===== src/rtl/top_pkg.sv =====
// Shared widths, mode encoding and helpers for the registered 4-bit ALU.
// Optional multiplier is enabled by defining TOP_MUL_EN.
package top_pkg;

    localparam int unsigned OP_W   = 4;
    localparam int unsigned RES_W  = 8;
    localparam int unsigned MODE_W = 4;

    typedef enum logic [MODE_W-1:0] {
        MODE_ADD  = 4'b0000,
        MODE_SUB  = 4'b0001,
        MODE_MUL  = 4'b0010,
        MODE_AND  = 4'b0011,
        MODE_OR   = 4'b0100,
        MODE_XOR  = 4'b0101,
        MODE_NAND = 4'b0110,
        MODE_NOR  = 4'b0111,
        MODE_XNOR = 4'b1000,
        MODE_SHL  = 4'b1001,
        MODE_SHR  = 4'b1010,
        MODE_ROL  = 4'b1011,
        MODE_ROR  = 4'b1100,
        MODE_GT   = 4'b1101,
        MODE_EQ   = 4'b1110,
        MODE_CLR  = 4'b1111
    } alu_mode_e;

    // Place a 4-bit operand-wide value in the low bits of a result word.
    function automatic logic [RES_W-1:0] zext(input logic [OP_W-1:0] v);
        return {{(RES_W-OP_W){1'b0}}, v};
    endfunction

endpackage


===== src/rtl/top_alu_core.sv =====
// Combinational ALU datapath: computes the next result from operands and mode.
// The multiplier branch exists only when TOP_MUL_EN is defined.
module top_alu_core
    import top_pkg::*;
(
    input  logic [OP_W-1:0]   in1,
    input  logic [OP_W-1:0]   in2,
    input  logic [MODE_W-1:0] alu_mode,
    output logic [RES_W-1:0]  res_c
);

    alu_mode_e        mode;
    logic [RES_W-1:0] a_ext;
    logic [RES_W-1:0] b_ext;
    logic [1:0]       sh2;
    logic [2:0]       sh3;
    logic [RES_W-1:0] rot_l;
    logic [RES_W-1:0] rot_r;
    logic [OP_W-1:0]  lg;

    assign mode  = alu_mode_e'(alu_mode);
    assign a_ext = zext(in1);
    assign b_ext = zext(in2);
    assign sh2   = in2[1:0];
    assign sh3   = in2[2:0];
    // Rotations shift a doubled copy so the wrapped bits land in one nibble.
    assign rot_l = {in1, in1} << sh2;
    assign rot_r = {in1, in1} >> sh2;

    always_comb begin
        res_c = '0;
        lg    = '0;
        case (mode)
            MODE_ADD:  res_c = a_ext + b_ext;
            MODE_SUB:  res_c = a_ext - b_ext;
`ifdef TOP_MUL_EN
            MODE_MUL:  res_c = a_ext * b_ext;
`else
            MODE_MUL:  res_c = '0;
`endif
            MODE_AND:  begin lg = in1 & in2;    res_c = zext(lg); end
            MODE_OR:   begin lg = in1 | in2;    res_c = zext(lg); end
            MODE_XOR:  begin lg = in1 ^ in2;    res_c = zext(lg); end
            MODE_NAND: begin lg = ~(in1 & in2); res_c = zext(lg); end
            MODE_NOR:  begin lg = ~(in1 | in2); res_c = zext(lg); end
            MODE_XNOR: begin lg = ~(in1 ^ in2); res_c = zext(lg); end
            MODE_SHL:  res_c = a_ext << sh3;
            MODE_SHR:  begin lg = in1 >> sh2;   res_c = zext(lg); end
            MODE_ROL:  res_c = zext(rot_l[RES_W-1:OP_W]);
            MODE_ROR:  res_c = zext(rot_r[OP_W-1:0]);
            MODE_GT:   res_c = (in1 > in2)  ? RES_W'(1) : '0;
            MODE_EQ:   res_c = (in1 == in2) ? RES_W'(1) : '0;
            MODE_CLR:  res_c = '0;
            default:   res_c = '0;
        endcase
    end

endmodule


===== src/rtl/top.sv =====
// Registered 4-bit ALU: one result per clock, synchronous active-high reset.
// Define TOP_MUL_EN to enable the multiply mode (otherwise it clears).
module top
    import top_pkg::*;
(
    input  logic              clk,
    input  logic              rst,
    input  logic [OP_W-1:0]   in1,
    input  logic [OP_W-1:0]   in2,
    input  logic [MODE_W-1:0] alu_mode,
    output logic [RES_W-1:0]  out
);

    logic [RES_W-1:0] out_d;
    logic [RES_W-1:0] out_q;

    top_alu_core u_core (
        .in1      (in1),
        .in2      (in2),
        .alu_mode (alu_mode),
        .res_c    (out_d)
    );

    // Reset wins over any mode and discards the result computed this cycle.
    always_ff @(posedge clk) begin
        if (rst) begin
            out_q <= '0;
        end else begin
            out_q <= out_d;
        end
    end

    assign out = out_q;

endmodule


===== config.mk =====
export PLATFORM = sky130hd
export DESIGN_NAME = top
export DESIGN_NICKNAME = d
export VERILOG_FILES = /design/src/rtl/top_pkg.sv /design/src/rtl/top_alu_core.sv /design/src/rtl/top.sv
export SDC_FILE = /design/constraint.sdc
export NUM_CORES = 1
export LEC_CHECK = 0
export CORE_ASPECT_RATIO = 0.6
export CORE_MARGIN = 3
export CORE_UTILIZATION = 58
export CTS_BUF_LIST = sky130_fd_sc_hd__clkbuf_8 sky130_fd_sc_hd__clkbuf_16
export DETAILED_ROUTE_END_ITERATION = 10
export HOLD_SLACK_MARGIN = 0.05
export MAX_ROUTING_LAYER = met4
export PLACE_DENSITY = 0.85
export SYNTH_ARGS = -nofsm -noshare
export SYNTH_HDL_FRONTEND = slang
export SYNTH_SLANG_ARGS = --single-unit
export TNS_END_PERCENT = 100

===== constraint.sdc =====
create_clock -name clk -period 4.87 [get_ports clk]
set_input_delay 0.487 -clock clk [delete_from_list [all_inputs] [get_ports clk]]
set_output_delay 0.487 -clock clk [all_outputs]
set_load 0.05 [all_outputs]

## Yosys cells after proc, flatten, opt, wreduce, memory -nomap -nowiden

Index checks and enable logic that the tools add are counted.

| word-level totals | value |
|---|---|
| register bits | 8 |
| bits in latches | 0 |
| RAM bits | 0 |
| ROM bits | 0 |
| bits of input ports | 14 |
| output and inout port bits | 8 |
| word-level logic and storage cells | 35 |
| memories | 0 |

| cells by class | value |
|---|---|
| add/sub/neg operators | 2 |
| $mul | 0 |
| div/mod/pow operators | 0 |
| $lt $le $gt $ge | 1 |
| equal/unequal tests | 16 |
| shift-type cells | 4 |
| mux-type cells | 3 |
| bitwise gates (word level) | 6 |
| reduce and logical (&&, ||, !) cells | 2 |

Operators with widths:

| kind | count |
|---|---|
| $pmux W8 S15 | 1 |
| $eq A4 B4 Y1 const B | 8 |
| $eq A4 B3 Y1 const B | 4 |
| $not A4 Y4 | 3 |
| $eq A4 B2 Y1 const B | 2 |
| $shl A4 B3 Y8 | 1 |
| $shl A8 B2 Y8 | 1 |
| $shr A8 B2 Y4 | 1 |
| $add A4 B4 Y5 | 1 |
| $sub A4 B4 Y5 | 1 |
| $and A4 B4 Y4 | 1 |
| $eq A4 B1 Y1 const B | 1 |
| $eq A4 B4 Y1 | 1 |
| $gt A4 B4 Y1 | 1 |
| $logic_not A4 Y1 | 1 |
| $or A4 B4 Y4 | 1 |
| $shr A4 B2 Y4 | 1 |
| $xor A4 B4 Y4 | 1 |
| $mux W1 | 2 |
| $reduce_or A2 Y1 | 1 |

## Depth between registers and ports, before layout

| depth | value |
|---|---|
| word-level depth | 3 |
| depth in mapped cells | 9 |
| mapped depth without buffers | 7 |

## By module

Synthesis repeated with hierarchy kept, for this count alone.

| second synthesis, totals | value |
|---|---|
| cell total of the unflattened synthesis | 199 |
| area, all modules | 1495.2 µm² |

Modules (own cells, without submodules):

| module | instances | cells each | area each (µm²) | sequential area each (µm²) |
|---|---|---|---|---|
| top_alu_core | 1 | 183 | 1285.0 | 0.0 |
| top | 1 | 16 | 210.2 | 160.2 |

## Worst setup path after synthesis

Ideal clock, no wire load.

| timing path | value |
|---|---|
| path type | in2reg |
| start | input port in2[0] |
| end | register out_q[0] (netlist: out[0]) |
| setup time | 0.086 ns |
| arrival | 1.863 ns |
| data required time | 4.784 ns |
| path slack | 2.921 ns |
| cell stages on the path | 9 |
| path buffers | 2 |
| cell sequence | buf_6 > buf_8 > inv_1 > ha_1 > nor4_2 > a41oi_1 > o22ai_1 > nor2_1 > a221oi_2 |

| between the ends | value |
|---|---|
| longest elaborated chain between the ends | 3 |
| elaborated cells between the ends (all ways) | 17 |
| those cells by class | add/sub: 2; order compare: 1; eq/ne: 1; shift: 4; mux: 3; bitwise: 6 |

RTL lines:

| element | RTL line | source |
|---|---|---|
| from (decl) | top.sv:9 | `input logic [OP_W-1:0] in2,` |
| $gt A4 B4 Y1, or another cell as far along | top_alu_core.sv:51 | `MODE_GT: res_c = (in1 > in2) ? RES_W'(1) : '0;` |
| $mux W1, or another cell as far along | top_alu_core.sv:51 |  |
| $pmux W8 S15 * | top_alu_core.sv:33 | `case (mode)` |
| to (signal assigned) | top.sv:29 | `out_q <= out_d;` |
| to (decl) | top.sv:15 | `logic [RES_W-1:0] out_q;` |

Mark *: on every way between the ends. The rest lies on a longest branch, timed or not.
A chain may end at the register's enable or synchronous reset.

## Worst setup path after layout

| timing path | value |
|---|---|
| start | input port in2[1] |
| end | register out_q[3] (netlist: out[3]) |

| between the ends | value |
|---|---|
| longest elaborated chain between the ends | 2 |
| elaborated cells between the ends (all ways) | 7 |
| those cells by class | add/sub: 2; shift: 4; mux: 1 |

RTL lines:

| element | RTL line | source |
|---|---|---|
| $sub A4 B4 Y5, or another cell as far along | top_alu_core.sv:35 | `MODE_SUB: res_c = a_ext - b_ext;` |
| $pmux W8 S15 * | top_alu_core.sv:33 |  |

Marks and branches as above.

==> flow_summary.toml <==
[run_status]
status = "completed"

[pwr]
powerDensity_mw_per_mm2 = 184
irDropWorstVdd_v = 0.000154
p_leak_nw = 0.625

[critical_path]
crit_chain = "clkdlybuf4s50_1 > inv_1 > ha_1 > o21bai_1 > a21oi_1 > nand3b_1 > a31o_2 > a31oi_1"
path_max_fanout = 18
required_ns = 5.03
slowest_delay_ns = 0.89
crit_type = "input port to register"
cp_slowest_cell = "clkdlybuf4s50_1"
arrival_ns = 3.07
crit_buf_inv = 2
crit_family = "buffers and inverters"
worstSetupEndpointType = "register"
startpoint_type = "input port"

[layout]
final_util_pct = 71.4
diodes = 0
largest_register_ffs = 8
final_layout_size_suffix_gt1_share_pct = 7.25
fin_nets = 224
area_growth_pct = 14.1

[route]
viasPerCell = 6.60
drt_first_iter_violations = 129
wl_per_cell_um = 17.8
dr.pass1.iters = 6
antenna_left = 0
drt-total-wl_um = 3970
num_vias = 1472
drc = 0

[yosys]
ys_ff_latch = 8
seq_area_frac_synth_pct = 11.5
ys_warn_count = 0
async_reset_ff_share_pct = 0
synth_edf_count = 0
ys_types = 57
yosys-top-cells-area = "ha_1 12%, dfxtp_1 11%, nor2_1 4.3%"
synth_nets = 212
synth.largest_area_cell = "ha_1"
synthesis.area_mm2 = 0.00140
synthFlopType = "dfxtp_1"
syn_area_per_cell_um2 = 7.62
synth_top_cell_area_share_pct = 11.7
netlist_instances = 183

[global_route]
grtUsageMet3_pct = 4.86
grt_most_used_layer = "met2"
grt_pass1_wl_um = 6440
grt_antenna_before_repair = 0
use_met2_pct = 43.2
grt_max_degree = 30
met1_usage_pct = 39.2
grt_pass1_vias = 1307
grt-ovfl-total = 0
grt_usage_pct = 28.0

[min_path]
hold_path_class = "input port to register"
hold_depth = 2
worstHoldStart = "rst"
holdPathEnd = "out[0]"

[sta]
setup_tns_ns = 0
drv_slew = 0
finalHoldViolations = 0
period_needed_ns = 2.91
grt_setup_unrepaired = "false"
hold_slack_ns = 1.01
period_share_pct = 59.7
tightest_slew_ns = 0.997
finalSetupViolations = 0
maxClockFrequency_mhz = 344
relSlewSlack_pct = 33.4

[floorplan]
dieWidth_um = 69.3
fp.dieH_um = 44.0
start_util_pct = 62.6
core_mm2 = 0.00223
die_area_mm2 = 0.00305
ios = 22
rows = 13

[cts]
cts_tree = "built"
cts_setup_buffers = 0
clk_pin_slew_ns = 0.04
cts_resized = 0
cts.sinks = 8
htreeDepth = 1
clock_path_buffers = 2
ctsHoldBuffers = 0
cts-root-buf = "clkbuf_8"
cts_buffers = 3

[run]
cap_violations = 0

[placement]
numPortBuffers = 21
place.detailed.hpwl_um = 3050
place_congestion = 0.956
[power by group]
part / internal, mW / total (mW) / leakage (nW) / switching, mW
clock network: 0.0539 / 0.0836 / 0.0216 / 0.0297
registers: 0.0696 / 0.0707 / 0.0654 / 0.00103
logic: 0.0545 / 0.138 / 0.538 / 0.0840
total: 0.178 / 0.293 / 0.625 / 0.115
[metal layers]
layer | vias to the layer above | part of all wire, %
met5 | - | 0
met4 | 0 | 0.58
met3 | 5 | 9.1
met2 | 87 | 44
met1 | 686 | 46
li1 | 694 | -
[cell usage after synthesis, drive strengths merged, types with 4 or more instances]
cell,number
nand3,4
o21ai,11
a31oi,7
nor2,16
dfxtp,8
a21oi,11
buf,12
ha,13
mux2i,4
o211ai,4
inv,14
nor3,7
nand2,12
[cells by family after synthesis]
family / count (synthesis) / share of synthesized area, %
buffers and inverters: 28 / 10.4
muxes: 9 / 9.06
xor gates and xnor gates: 3 / 1.88
AOI/OAI and AO/OA: 59 / 28.8
DFF: 8 / 11.5
and+or+nand+nor: 61 / 23.9
adders and majority gates: 15 / 14.5
[worst max-delay path by stage]
| stage | startpoint | end | slack [ns] | cells after the start |
|---|---|---|---|---|
| after floorplan | in2[0] | out[0] | 2.92 | 9 |
| after global placement | in2[1] | out[3] | 1.84 | 8 |
| after detailed placement | in2[1] | out[3] | 1.79 | 8 |
| after CTS | in2[1] | out[3] | 2.00 | 8 |
| after global routing | in2[1] | out[3] | 1.78 | 8 |
| final | in2[1] | out[3] | 1.96 | 8 |
[area by class of cell]
| cell class | instances | area, µm² |
|---|---|---|
| multi-input combinational | 147 | 1090 |
| fill | 167 | 637 |
| timing repair buffer | 21 | 210 |
| sequential | 8 | 160 |
| inverter | 14 | 52.6 |
| clock buffer | 3 | 41.3 |
| tap | 30 | 37.5 |
[placed cells by master (no fill, tap or decap), drive strengths merged, types with 3 or more instances in the layout]
| cell type | instances |
|---|---|
| nand2b | 3 |
| dfxtp | 8 |
| nor3 | 7 |
| inv | 14 |
| clkbuf | 3 |
| a211oi | 3 |
| o21ai | 11 |
| o211ai | 4 |
| a21oi | 11 |
| clkdlybuf4s50 | 21 |
| nand3b | 3 |
| ha | 13 |
| nor2 | 16 |
| a31oi | 7 |
| mux2 | 3 |
| nand2 | 12 |
| nor2b | 3 |
| nand3 | 4 |
| mux2i | 4 |
[through the flow]
| step | total power [mW] | setup WS, ns | cell area [µm²] | std cells |
|---|---|---|---|---|
| 4_1_cts | 0.290 | 2.00 | 1590 | 223 |
| 3_3_place_gp | 0.203 | 1.84 | 1550 | 220 |
| 2_1_floorplan | 0.168 | 2.92 | 1400 | 183 |
| 5_1_grt | 0.306 | 1.78 | 1590 | 223 |
| 6_report | 0.293 | 1.96 | 1590 | 223 |
| 3_5_place_dp | 0.207 | 1.79 | 1550 | 220 |
Power figures use the tool's default switching activity.
